`config.mk`:
```
export PLATFORM = sky130hd
export DESIGN_NAME = instr_controller
export DESIGN_NICKNAME = d
export VERILOG_FILES = /design/src/rtl/instr_controller_pkg.sv /design/src/rtl/instr_controller_decoder.sv /design/src/rtl/instr_controller.sv
export SDC_FILE = /design/constraint.sdc
export NUM_CORES = 1
export LEC_CHECK = 0
export CORE_MARGIN = 2
export CORE_UTILIZATION = 52
export DETAILED_ROUTE_END_ITERATION = 8
export PLACE_DENSITY = 0.92
export SLEW_MARGIN = 20
export SYNTH_ARGS = -nofsm -noshare
export SYNTH_HDL_FRONTEND = slang
export SYNTH_SLANG_ARGS = --single-unit
```
`constraint.sdc`:
```
create_clock -name clk -period 3.34 [get_ports clk]
set_input_delay 1.002 -clock clk [delete_from_list [all_inputs] [get_ports clk]]
set_output_delay 1.002 -clock clk [all_outputs]
set_load 0.03 [all_outputs]
```
`src/rtl/instr_controller_pkg.sv`:
```
// Shared encodings for the instruction-sequencing controller: states, opcode
// fields, instruction classes and the mux/ALU codes it drives.
package instr_controller_pkg;

   typedef enum logic [2:0] {
      StFetch  = 3'd0,
      StDecode = 3'd1,
      StExec   = 3'd2,
      StMem    = 3'd3,
      StWb     = 3'd4,
      StFault  = 3'd5
   } state_e;

   typedef enum logic [2:0] {
      ClsAlu,
      ClsCmp,
      ClsLoad,
      ClsStor,
      ClsJal,
      ClsJcond,
      ClsBcond,
      ClsIllegal
   } cls_e;

   // Opcodes, ir[15:12]
   localparam logic [3:0] OpRtype  = 4'b0000;
   localparam logic [3:0] OpAndi   = 4'b0001;
   localparam logic [3:0] OpOri    = 4'b0010;
   localparam logic [3:0] OpXori   = 4'b0011;
   localparam logic [3:0] OpMemJmp = 4'b0100;
   localparam logic [3:0] OpAddi   = 4'b0101;
   localparam logic [3:0] OpAddui  = 4'b0110;
   localparam logic [3:0] OpSubi   = 4'b1001;
   localparam logic [3:0] OpCmpi   = 4'b1011;
   localparam logic [3:0] OpBcond  = 4'b1100;
   localparam logic [3:0] OpMovi   = 4'b1101;
   localparam logic [3:0] OpMuli   = 4'b1110;

   // Extension field, ir[7:4]
   localparam logic [3:0] ExtLoad  = 4'b0000;
   localparam logic [3:0] ExtStor  = 4'b0100;
   localparam logic [3:0] ExtJal   = 4'b1000;
   localparam logic [3:0] ExtCmp   = 4'b1011;
   localparam logic [3:0] ExtJcond = 4'b1100;

   localparam logic [1:0] PcSrcInc = 2'b00;
   localparam logic [1:0] PcSrcRel = 2'b01;
   localparam logic [1:0] PcSrcReg = 2'b10;

   localparam logic [1:0] WbAlu = 2'b00;
   localparam logic [1:0] WbMem = 2'b01;
   localparam logic [1:0] WbPc  = 2'b10;

   // ALU codes share the numbering of the immediate opcodes and R-type extensions
   localparam logic [3:0] AluNop  = 4'b0000;
   localparam logic [3:0] AluAnd  = 4'b0001;
   localparam logic [3:0] AluOr   = 4'b0010;
   localparam logic [3:0] AluXor  = 4'b0011;
   localparam logic [3:0] AluAdd  = 4'b0101;
   localparam logic [3:0] AluAddu = 4'b0110;
   localparam logic [3:0] AluSub  = 4'b1001;
   localparam logic [3:0] AluCmp  = 4'b1011;
   localparam logic [3:0] AluMov  = 4'b1101;
   localparam logic [3:0] AluMul  = 4'b1110;

   function automatic logic is_imm_op(input logic [3:0] op);
      return op inside {OpAndi, OpOri, OpXori, OpAddi, OpAddui, OpSubi, OpCmpi, OpMovi, OpMuli};
   endfunction

   function automatic logic is_signed_imm(input logic [3:0] op);
      return op inside {OpAddi, OpAddui, OpSubi, OpCmpi, OpMuli};
   endfunction

endpackage

```
`src/rtl/instr_controller_decoder.sv`:
```
// Combinational instruction decoder: classifies the latched IR and produces
// the ALU code and immediate-extender controls.
module instr_decoder
   import instr_controller_pkg::*;
(
   input  logic [15:0] ir_i,
   output cls_e        cls_o,
   output logic [3:0]  alu_op_o,
   output logic        imm_sel_o,
   output logic        se_signed_o,
   output logic        illegal_o
);

   logic [3:0] op;
   logic [3:0] ext;
   logic       unused_ir_bits;

   assign op  = ir_i[15:12];
   assign ext = ir_i[7:4];
   // Condition and register fields are consumed by the datapath, not here
   assign unused_ir_bits = ^{ir_i[11:8], ir_i[3:0]};

   always_comb begin
      cls_o       = ClsIllegal;
      alu_op_o    = AluNop;
      imm_sel_o   = 1'b0;
      se_signed_o = 1'b0;
      if (op == OpRtype) begin
         cls_o    = (ext == ExtCmp) ? ClsCmp : ClsAlu;
         alu_op_o = ext;
      end else if (is_imm_op(op)) begin
         cls_o       = (op == OpCmpi) ? ClsCmp : ClsAlu;
         alu_op_o    = op;
         imm_sel_o   = 1'b1;
         se_signed_o = is_signed_imm(op);
      end else if (op == OpMemJmp) begin
         case (ext)
            ExtLoad:  cls_o = ClsLoad;
            ExtStor:  cls_o = ClsStor;
            ExtJal:   cls_o = ClsJal;
            ExtJcond: cls_o = ClsJcond;
            default:  cls_o = ClsIllegal;
         endcase
      end else if (op == OpBcond) begin
         cls_o       = ClsBcond;
         se_signed_o = 1'b1;
      end
   end

   assign illegal_o = (cls_o == ClsIllegal);

endmodule

```
`src/rtl/instr_controller.sv`:
```
// Multi-cycle instruction sequencer: fetch/decode/execute/memory/writeback FSM
// with a memory-wait watchdog and a sticky fault state left only by reset.
module instr_controller
   import instr_controller_pkg::*;
#(
   parameter int unsigned WIDTH   = 16,
   parameter int unsigned TIMEOUT = 15
) (
   input  logic        clk,
   input  logic        reset_n,
   input  logic [15:0] instr,
   input  logic        mem_ack,
   input  logic        cond_true,
   output logic        mem_req,
   output logic        mem_we,
   output logic        addr_sel,
   output logic        ir_load,
   output logic        pc_en,
   output logic [1:0]  pc_src,
   output logic        imm_sel,
   output logic        se_signed,
   output logic [3:0]  alu_op,
   output logic        rf_we,
   output logic [1:0]  wb_sel,
   output logic        fault,
   output logic        illegal,
   output logic [2:0]  state_o
);

   // WIDTH only sizes the datapath this block steers
   localparam int unsigned unused_width = WIDTH;
   localparam logic [7:0]  WaitLast     = 8'(TIMEOUT - 1);

   state_e      state_q;
   logic [15:0] ir_q;
   logic [7:0]  wait_q;
   logic        fault_q;
   logic        illegal_q;

   cls_e        cls;
   logic        dec_illegal;

   instr_decoder u_decoder (
      .ir_i        (ir_q),
      .cls_o       (cls),
      .alu_op_o    (alu_op),
      .imm_sel_o   (imm_sel),
      .se_signed_o (se_signed),
      .illegal_o   (dec_illegal)
   );

   always_ff @(posedge clk or negedge reset_n) begin
      if (!reset_n) begin
         state_q   <= StFetch;
         ir_q      <= '0;
         wait_q    <= '0;
         fault_q   <= 1'b0;
         illegal_q <= 1'b0;
      end else begin
         case (state_q)
            StFetch: begin
               if (mem_ack) begin
                  ir_q    <= instr;
                  state_q <= StDecode;
               end else if (wait_q == WaitLast) begin
                  state_q <= StFault;
                  fault_q <= 1'b1;
               end else begin
                  wait_q <= wait_q + 8'd1;
               end
            end
            StDecode: begin
               if (dec_illegal) begin
                  state_q   <= StFault;
                  fault_q   <= 1'b1;
                  illegal_q <= 1'b1;
               end else begin
                  state_q <= StExec;
               end
            end
            StExec: begin
               case (cls)
                  ClsAlu, ClsJal: state_q <= StWb;
                  ClsCmp, ClsBcond, ClsJcond: begin
                     state_q <= StFetch;
                     wait_q  <= '0;
                  end
                  ClsLoad, ClsStor: begin
                     state_q <= StMem;
                     wait_q  <= '0;
                  end
                  default: begin
                     state_q   <= StFault;
                     fault_q   <= 1'b1;
                     illegal_q <= 1'b1;
                  end
               endcase
            end
            StMem: begin
               if (mem_ack) begin
                  if (cls == ClsLoad) begin
                     state_q <= StWb;
                  end else begin
                     state_q <= StFetch;
                     wait_q  <= '0;
                  end
               end else if (wait_q == WaitLast) begin
                  state_q <= StFault;
                  fault_q <= 1'b1;
               end else begin
                  wait_q <= wait_q + 8'd1;
               end
            end
            StWb: begin
               state_q <= StFetch;
               wait_q  <= '0;
            end
            StFault: state_q <= StFault;
            default: begin
               state_q <= StFault;
               fault_q <= 1'b1;
            end
         endcase
      end
   end

   // Strobes are qualified by reset_n so an in-flight access drops at once
   always_comb begin
      mem_req  = 1'b0;
      mem_we   = 1'b0;
      addr_sel = 1'b0;
      ir_load  = 1'b0;
      pc_en    = 1'b0;
      pc_src   = PcSrcInc;
      rf_we    = 1'b0;
      if (reset_n) begin
         case (state_q)
            StFetch: begin
               mem_req = 1'b1;
               ir_load = mem_ack;
               pc_en   = mem_ack;
            end
            StExec: begin
               case (cls)
                  ClsBcond: begin
                     pc_en  = cond_true;
                     pc_src = PcSrcRel;
                  end
                  ClsJcond: begin
                     pc_en  = cond_true;
                     pc_src = PcSrcReg;
                  end
                  ClsJal: begin
                     pc_en  = 1'b1;
                     pc_src = PcSrcReg;
                  end
                  default: ;
               endcase
            end
            StMem: begin
               mem_req  = 1'b1;
               addr_sel = 1'b1;
               mem_we   = (cls == ClsStor);
            end
            StWb:    rf_we = 1'b1;
            default: ;
         endcase
      end
   end

   always_comb begin
      case (cls)
         ClsLoad: wb_sel = WbMem;
         ClsJal:  wb_sel = WbPc;
         default: wb_sel = WbAlu;
      endcase
   end

   assign fault   = fault_q;
   assign illegal = illegal_q;
   assign state_o = state_q;

endmodule

```
==> flow_summary.json <==
{
  "grt_pass1_vias": 1313,
  "synth.cells.most_frequent": "21 x dfrtp_1, 21 x nor2_1, 13 x nand2_1",
  "clockBufferDepth": 2,
  "ys_warn_count": 0,
  "clkTransAtPathRegs_ns": 0.12,
  "slew_headroom_pct": 60.52,
  "synth_edf_count": 0,
  "cp-end-kind": "output pin",
  "grt-ovfl-total": 0,
  "wl_per_cell_um": 14.69,
  "start_kind": "input pin",
  "antenna_cells": 0,
  "fmax_mhz": 306.0,
  "maxCapViolCount": 0,
  "cts.root.buffer_cell": "clkbuf_4",
  "vias": 1430,
  "grt.total_usage_pct": 22.81,
  "routed_via_density": 6.059,
  "path_cells": "clkdlybuf4s50_1, inv_1, a2111oi_2, buf_4",
  "vdd_drop_max_mv": 0.2644,
  "multi_input_area_sq_um": 897.1,
  "powerDensity_nw_per_um2": 264.0,
  "port_buffers": 32,
  "drive_gt1_share_pct": 17.56,
  "yosys.area.top_type_share_pct": 35.32,
  "required_ns": 2.34,
  "synth_flop_cell": "dfrtp_1",
  "hold_depth": 2,
  "synthCells": 174,
  "grt_pass1_wl_mm": 5.858,
  "reg2regPathDepth": 7,
  "core-area_sq_um": 2734,
  "antenna_found_initial": 0,
  "avgSynthCellArea_sq_um": 8.550,
  "crit_family": "buffers and inverters",
  "period_share_pct": 97.84,
  "whs_endpoint": "illegal",
  "clock_sinks": 21,
  "drc": 0,
  "gp_congestion": 0.8315,
  "arrival_ns": 2.27,
  "die_area_sq_um": 3305,
  "crit_fanout": 5,
  "ys_top_cells_by_area": "dfrtp_1 35%, mux2_2 5.3%, nor2_1 5.3%, nand2b_1 3.8%, o21ai_1 3.7%",
  "numCtsBuffers": 3,
  "clock_latency_ns": 0.31,
  "p_leak_nw": 0.8244,
  "max_stage_delay_ns": 0.54,
  "syn_nets": 196,
  "netlist_area_sq_um": 1488,
  "worstHoldPathType": "flop to flop",
  "start_util_pct": 54.42,
  "postCtsSetupRepairBufs": 0,
  "seqCellArea_sq_um": 530.5,
  "hpwlAfterDp_mm": 2.594,
  "rsz0062_at_grt": "yes",
  "synth_top_area_cell": "dfrtp_1",
  "fill_cells": 220,
  "fp.dieH_um": 57.49,
  "area_delta_synth_final_pct": 25.15,
  "nets": 228,
  "period_minus_slack_ns": 3.268,
  "crit_slowest_cell": "clkdlybuf4s50_1",
  "hold_viol": 0,
  "reg2reg_setup_slack_ns": 0.94,
  "hold_path_startpoint": "illegal",
  "critPathBufInv": 3,
  "tightestPinTransition_ns": 0.5922,
  "timing.rr.start": "ir_q[13]",
  "worstSetupPathType": "input pin to output pin",
  "dp_cells": 232,
  "tritoncts": "built",
  "fp.dieW_um": 57.49,
  "htree_levels": 1,
  "outcome": "finished, final reports clean",
  "skew_ns": 0.003243,
  "rows": 19,
  "drtIter0Drc": 75,
  "synth_seq_cells": 21,
  "ys_seq_area_share_pct": 35.32,
  "ys_types": 46,
  "synthArstFlopShare_pct": 100.0,
  "io_pins": 41,
  "drt-pass1-iter-count": 4,
  "grt_max_degree": 21,
  "ant_nets": 0,
  "finalSetupViolCount": 0,
  "maxSlewViolCount": 0,
  "holdWs_ns": 0.4844,
  "wl_mm": 3.468,
  "layoutNonFillerInstCount": 236,
  "r2r_end": "wait_q[3]"
}
## what timing repair did
item | CTS | global route
hold buffers | 0 | 0
gates cloned | 0 | 0
pin swaps | 0 | 2
resized for setup | 2 | 9
endpoints found under the setup margin | 2 | 6
## per-layer routing
metal  up-vias  part of all wire [%]  routed length [um]  track usage [%]
met4         0                   2.4                  84            9.635
met5         -                     0                   0                0
met3        11                   5.6                 195            4.535
met1       673                    43                1494            30.64
li1        693                     -                   -                -
met2        53                    49                1693            35.88
## where the power goes
| group | internal [mW] | switching [mW] |
|---|---|---|
| Clock | 0.0448 | 0.0821 |
| Sequential | 0.260 | 0.0129 |
| Combinational | 0.0434 | 0.0485 |
## cell usage in the layout, fill, tap and decap left out, drive strengths merged, types with 3 or more instances in the layout
master / n
a21o: 3
a21oi: 3
a22o: 3
a31oi: 3
and3: 5
buf: 13
clkbuf: 3
clkdlybuf4s50: 21
dfrtp: 21
inv: 7
mux2: 8
nand2: 13
nand2b: 9
nand3: 5
nor2: 21
nor2b: 4
nor3: 6
o21ai: 17
o31ai: 6
## registers in the layout (all words and copies together), names as in the netlist
name / count
ir_q: 8
illegal: 1
wait_q: 8
fault: 1
state_o: 3
## layout make-up
| class | count | area share (%) |
|---|---|---|
| clock buffer | 3 | 1.210 |
| clock inverter | 1 | 0.2688 |
| inverter | 7 | 1.411 |
| multi-input combinational | 136 | 48.19 |
| sequential | 21 | 28.49 |
| tap | 31 | 2.083 |
| timing repair buffer | 37 | 18.35 |
## through the flow
stage	setup TNS [ns]	worst slack (ns)	area [sq um]	utilization [%]	power, mW
after floorplan	0	0.2792	1494	-	0.3262
after global placement	0	0.1068	1809	66.18	0.3643
after detailed placement	0	0.03147	1809	66.18	0.3666
after CTS	0	0.01461	1844	67.46	0.4954
after global routing	-0.07968	-0.05918	1862	68.10	0.5158
final	0	0.07224	1862	68.10	0.4914
## worst reg2reg max path, cell delays in order (launching register included)
cell,delay [ns]
dfrtp_2,0.52
nor3_2,0.09
and3_1,0.19
or4_1,0.48
a211o_1,0.30
o211ai_2,0.43
nor2b_1,0.10
o22a_1,0.19
## how the worst max path moves through the flow
| stage | start | to | slack, ns | cells after the start |
|---|---|---|---|---|
| floorplan | state_o[0] | mem_we | 0.28 | 5 |
| global placement | mem_ack | pc_en | 0.11 | 4 |
| detailed placement | cond_true | pc_en | 0.03 | 6 |
| CTS | cond_true | pc_en | 0.01 | 6 |
| global route | ir_q[14] | pc_en | -0.06 | 8 |
| finish | mem_ack | pc_en | 0.07 | 4 |
## cell families after synthesis
group,synth area share [%]
AO/OA/AOI/OAI,22.20
multiplexers,7.401
XOR/XNOR,0.5888
adder cells (fa/ha/maj),1.682
flip-flops,35.32
AND/OR/NAND/NOR,26.91
buffers and inverters,5.887
(Power assumes the default switching activity.)
